**src/rtl/trig_capture.sv**
```systemverilog
// Acquisition/trigger controller: streams ADC samples into a circular sample RAM, keeps a
// pre-trigger window and stops on a full frame. Define TRIG_AUTO_EN for the auto-trigger timeout.
module trig_capture #(
  parameter int unsigned DATA_W       = 8,
  parameter int unsigned ADDR_W       = 9,
  parameter int unsigned AUTO_TIMEOUT = 65535
) (
  input  logic              clock,
  input  logic              reset_n,
  input  logic              sample_en,
  input  logic [DATA_W-1:0] adc_data,
  input  logic [DATA_W-1:0] trig_level,
  input  logic              trig_slope,
  input  logic [ADDR_W-1:0] pretrig,
  input  logic              arm,
  input  logic              force_trig,
  output logic              wren,
  output logic [ADDR_W-1:0] wraddress,
  output logic [DATA_W-1:0] data,
  output logic [ADDR_W-1:0] trig_addr,
  output logic [ADDR_W-1:0] start_addr,
  output logic              busy,
  output logic              done
);

  typedef enum logic [2:0] {StIdle, StPre, StWait, StPost, StDone} state_e;

  state_e            state_q;
  logic [ADDR_W-1:0] wptr_q, pre_cnt_q, post_cnt_q, pretrig_q;
  logic [DATA_W-1:0] level_q, prev_q;
  logic              slope_q, prev_valid_q, force_pend_q;

  logic              write_en, level_hit, auto_hit, trig_fire;
  logic [ADDR_W-1:0] pre_next;

`ifdef TRIG_AUTO_EN
  logic [31:0] auto_cnt_q;
  assign auto_hit = (auto_cnt_q + 32'd1) == 32'(AUTO_TIMEOUT);
`else
  logic unused_auto;
  assign unused_auto = ^AUTO_TIMEOUT;
  assign auto_hit    = 1'b0;
`endif

  assign write_en = sample_en && (state_q inside {StPre, StWait, StPost});
  assign pre_next = pre_cnt_q + 1'b1;

  always_comb begin
    level_hit = 1'b0;
    if (prev_valid_q) begin
      if (!slope_q) level_hit = (prev_q < level_q) && (adc_data >= level_q);
      else          level_hit = (prev_q > level_q) && (adc_data <= level_q);
    end
  end

  assign trig_fire = sample_en && (state_q == StWait) && (level_hit || force_pend_q || auto_hit);

  always_ff @(posedge clock) begin
    if (!reset_n) begin
      state_q      <= StIdle;
      wptr_q       <= '0;
      pre_cnt_q    <= '0;
      post_cnt_q   <= '0;
      pretrig_q    <= '0;
      level_q      <= '0;
      prev_q       <= '0;
      slope_q      <= 1'b0;
      prev_valid_q <= 1'b0;
      force_pend_q <= 1'b0;
      wren         <= 1'b0;
      wraddress    <= '0;
      data         <= '0;
      trig_addr    <= '0;
      start_addr   <= '0;
      busy         <= 1'b0;
      done         <= 1'b0;
`ifdef TRIG_AUTO_EN
      auto_cnt_q   <= '0;
`endif
    end else begin
      wren <= 1'b0;
      if (write_en) begin
        wren         <= 1'b1;
        wraddress    <= wptr_q;
        data         <= adc_data;
        wptr_q       <= wptr_q + 1'b1;
        prev_q       <= adc_data;
        prev_valid_q <= 1'b1;
      end
      if (force_trig && (state_q inside {StPre, StWait})) force_pend_q <= 1'b1;

      unique case (state_q)
        StIdle, StDone: begin
          // First DONE cycle: the last write is on the bus now, so publish the frame next.
          if (state_q == StDone && !done) begin
            done       <= 1'b1;
            busy       <= 1'b0;
            start_addr <= trig_addr - pretrig_q;
          end else if (arm) begin
            busy         <= 1'b1;
            done         <= 1'b0;
            pre_cnt_q    <= '0;
            prev_valid_q <= 1'b0;
            force_pend_q <= 1'b0;
            level_q      <= trig_level;
            slope_q      <= trig_slope;
            pretrig_q    <= pretrig;
`ifdef TRIG_AUTO_EN
            auto_cnt_q   <= '0;
`endif
            state_q      <= (pretrig == '0) ? StWait : StPre;
          end
        end
        StPre: begin
          if (sample_en) begin
            pre_cnt_q <= pre_next;
            if (pre_next == pretrig_q) begin
              state_q <= StWait;
`ifdef TRIG_AUTO_EN
              auto_cnt_q <= '0;
`endif
            end
          end
        end
        StWait: begin
          if (sample_en) begin
`ifdef TRIG_AUTO_EN
            auto_cnt_q <= auto_cnt_q + 32'd1;
`endif
            if (trig_fire) begin
              trig_addr    <= wptr_q;
              force_pend_q <= 1'b0;
              // Remaining post writes after the trigger sample: DEPTH - pretrig - 1.
              post_cnt_q   <= ~pretrig_q;
              state_q      <= (&pretrig_q) ? StDone : StPost;
            end
          end
        end
        StPost: begin
          if (sample_en) begin
            post_cnt_q <= post_cnt_q - 1'b1;
            if (post_cnt_q == ADDR_W'(1)) state_q <= StDone;
          end
        end
        default: state_q <= StIdle;
      endcase
    end
  end

endmodule

```
**config.mk**
```make
export PLATFORM = sky130hd
export DESIGN_NAME = trig_capture
export DESIGN_NICKNAME = d
export VERILOG_FILES = /design/src/rtl/trig_capture.sv
export SDC_FILE = /design/constraint.sdc
export NUM_CORES = 1
export LEC_CHECK = 0
export ABC_AREA = 1
export BUFFER_PORTS_ARGS = -buffer_cell sky130_fd_sc_hd__buf_2
export CAP_MARGIN = 20
export CORE_MARGIN = 4
export CORE_UTILIZATION = 52
export CTS_CLUSTER_DIAMETER = 30
export CTS_CLUSTER_SIZE = 28
export DETAILED_ROUTE_END_ITERATION = 6
export HOLD_SLACK_MARGIN = 0.03
export PLACE_DENSITY_LB_ADDON = 0.12
export SLEW_MARGIN = 20
export SYNTH_ARGS = -nofsm -noshare
export SYNTH_HDL_FRONTEND = slang
export SYNTH_SLANG_ARGS = --single-unit
```
**constraint.sdc**
```tcl
create_clock -name clock -period 1.95 [get_ports clock]
set_input_delay 0.39 -clock clock [delete_from_list [all_inputs] [get_ports clock]]
set_output_delay 0.39 -clock clock [all_outputs]
set_load 0.1 [all_outputs]
```
==> impl_metrics.csv <==
group,metric,value,unit
logic_synthesis,synth-seq-cells,88,
route,wl_met1,5480,um
floorplanning,core,8850,um^2
global_routing,antenna_found_initial,0,
global_routing,grt_max_degree,63,
route,vias,4614,
sta,rsz0062_at_grt,"true",
logic_synthesis,synth_area,4810,um^2
clock_network,tritoncts,"yes",
clock_network,cts-root-buf,"clkbuf_8",
final_layout,layout_common_cells,"nand2_1, nor2_1, buf_2",
setup_path,r2r_slack,-70,ps
final_layout,nFillCells,734,
floorplanning,rows,34,
route,wl,12700,um
logic_synthesis,synth-edff-count,0,
logic_synthesis,yosysWarnings,0,
logic_synthesis,synth.distinct_cells,53,
final_layout,diodes,0,
sta,clock_skew,12.2,ps
final_layout,fin_area,6250,um^2
setup_path,start_kind,"register",
clock_network,cts.sinks,88,
placement,io_buffers,68,
route,postRouteAntennaNets,0,
status,violations,"negative setup slack",
global_routing,grt_overflow_total,0,
sta,hold_viol,0,
route,post_drt_via_cell_ratio,5.28,
logic_synthesis,mappedNetlistNets,716,
floorplanning,start_util,0.544,
clock_network,cts_buffers,9,
global_routing,grt_pass1_wl,20900,um
clock_network,clk_latency,360,ps
clock_network,cts_max_level,3,
sta,worst_slack,-69.3,ps
route,top_layer,"met4",
setup_path,startpoint,"level_q[7]",
route,route.met2.wl,6380,um
setup_path,arrival,2270,ps
clock_network,clk_pin_slew_worst_paths,100,ps
sta,period_minus_slack,2020,ps
setup_path,reg2reg_to,"state_q[1]",
route,drc,0,
setup_path,cp_max_fo,4,
setup_path,worstPathRequired,2200,ps
worst_hold_path,hp-class,"in -> reg",
final_layout,final_common_cell,"nand2_1",
power,p_total,0.00882,W
logic_synthesis,postSynthCellCount,656,
placement,gp_congestion,0.958,
logic_synthesis,avgSynthCellArea,7.33,um^2
power,p_leak,2.78,nW
setup_path,critPathKind,"reg -> reg",
logic_synthesis,synthArstFlopShare,0,
sta,setup_violations,12,
sta,slew_viol_final,0,
run,cap_violations,0,
final_layout,drive_gt1_frac,0.362,
sta,period_share,1.04,
sta,max_slew.worst_pin.slew,505,ps
setup_path,end_kind,"register",
setup_path,timing.rr.start,"level_q[7]",
route,wl_per_cell,14.5,um
floorplanning,die_x,104,um
floorplanning,die_y,104,um
logic_synthesis,yosysSeqAreaShare,0.366,
sta,relSlewSlack,0.666,
setup_path,endpoint,"state_q[1]",
final_layout,area_growth,29.9,%
global_routing,grtUsageTotal,0.230,
route,drt_iter0_drc,188,
placement,place_area,5620,um^2
sta,holdWs,281,ps
placement,detailed_place_hpwl,9230,um
floorplanning,io_pins,69,
final_layout,final_nets,821,
placement,dp_slack,-180,ps
global_routing,grt_pass1_vias,4517,
route,wl_met3,480,um
power,ir_drop,0.973,mV
status,status,"finished, violations left",
setup_path,r2r_cells,17,
sta,fmax,0.495,GHz
floorplanning,die_area,10900,um^2
route,drt-pass1-iter-count,4,
clock_network,clock_path_buffers,2,
power,p_per_area,1410,nW/um^2
logic_synthesis,synth_flop_cell,"dfxtp_1",
==> stage by stage <==
step | std cells | utilization | setup TNS (ps)
6_report | 874 | 0.706 | -504
5_1_grt | 874 | 0.706 | -3760
4_1_cts | 869 | 0.667 | 0
3_5_place_dp | 851 | 0.635 | -2400
3_3_place_gp | 851 | 0.635 | -1630
2_1_floorplan | 656 | - | -243
==> final cells by class <==
class | instances | area (um^2) | area share
clock inverter | 5 | 46.3 | 0.00741
clock buffer | 11 | 153 | 0.0244
inverter | 84 | 338 | 0.0541
sequential | 88 | 1820 | 0.292
tap | 108 | 135 | 0.0216
multi-input combinational | 466 | 3070 | 0.491
timing repair buffer | 112 | 687 | 0.110
==> synthesized netlist by cell type, types with 6 or more instances <==
library cell / instances / area [um^2]
dfxtp_1: 88 / 1760
o21ai_0: 50 / 250
inv_2: 10 / 37.5
a21oi_1: 59 / 295
clkbuf_1: 8 / 30.0
nor3_1: 8 / 40.0
o21ai_1: 19 / 95.1
nor2_4: 7 / 78.8
nand4_1: 6 / 37.5
nor2_1: 82 / 308
inv_1: 71 / 267
nand3_1: 37 / 185
xor2_1: 6 / 52.6
nand2_1: 110 / 413
ha_1: 28 / 350
==> logic make-up (layout without fill, tap and decap cells) <==
logic type | count (synthesis) | after routing | synth area share
buffers and inverters | 102 | 212 | 0.0858
XOR/XNOR | 10 | 10 | 0.0226
adder cells (fa/ha/maj) | 29 | 29 | 0.0770
AO/OA/AOI/OAI | 149 | 149 | 0.174
AND/OR/NAND/NOR | 278 | 278 | 0.274
flip-flops | 88 | 88 | 0.366
==> power by group <==
group	internal (W)	leakage, nW	switching [W]
Combinational	0.00162	1.95	0.00344
Sequential	0.00219	0.732	0.000305
Clock	0.000564	0.102	0.000704
==> routing by layer <==
metal,up-vias,GRT usage
li1,2373,-
met1,2127,0.286
met2,89,0.403
met3,25,0.0447
met4,0,0.0693
met5,-,0
==> registers in the layout, summed over array words and instances (netlist names) <==
name	cells
pretrig_q	9
post_cnt_q	9
busy	1
force_pend_q	1
trig_addr	9
state_q	3
slope_q	1
done	1
start_addr	9
level_q	8
wraddress	9
prev_valid_q	1
prev_q	8
pre_cnt_q	9
wren	1
wptr_q	9
==> critical path, cell delays in order, from the launching register on <==
cell and delay (ps):
dfxtp_2 350, inv_4 50, ha_4 270, nand2_2 60
nor2_2 150, nand3_1 100, nor2_1 130, a21oi_2 40
nand2_1 60, nand2_1 60, nand3_2 60, nand2_2 70
nand2_4 130, nand2_2 110, nand2_4 100, nand2_1 50
nand2_1 90, nor2_2 50
==> repair_timing <==
action,CTS,global route
buffers inserted,2,7
gates cloned,0,0
hold buffers,0,0
resized for setup,23,84
endpoints found under the setup margin,15,26
pin swaps,18,30
==> worst min path at each step <==
stage                      start            to  slack, ps  cells after the start
floorplan                slope_q       slope_q        450                      2
global placement    wraddress[5]  wraddress[5]        450                      2
detailed placement  wraddress[5]  wraddress[5]        460                      2
CTS                  adc_data[2]     prev_q[2]        260                      3
global route         adc_data[0]     prev_q[0]        280                      3
finish               adc_data[0]     prev_q[0]        280                      3
Note: power is estimated with default switching activity, not from simulation.
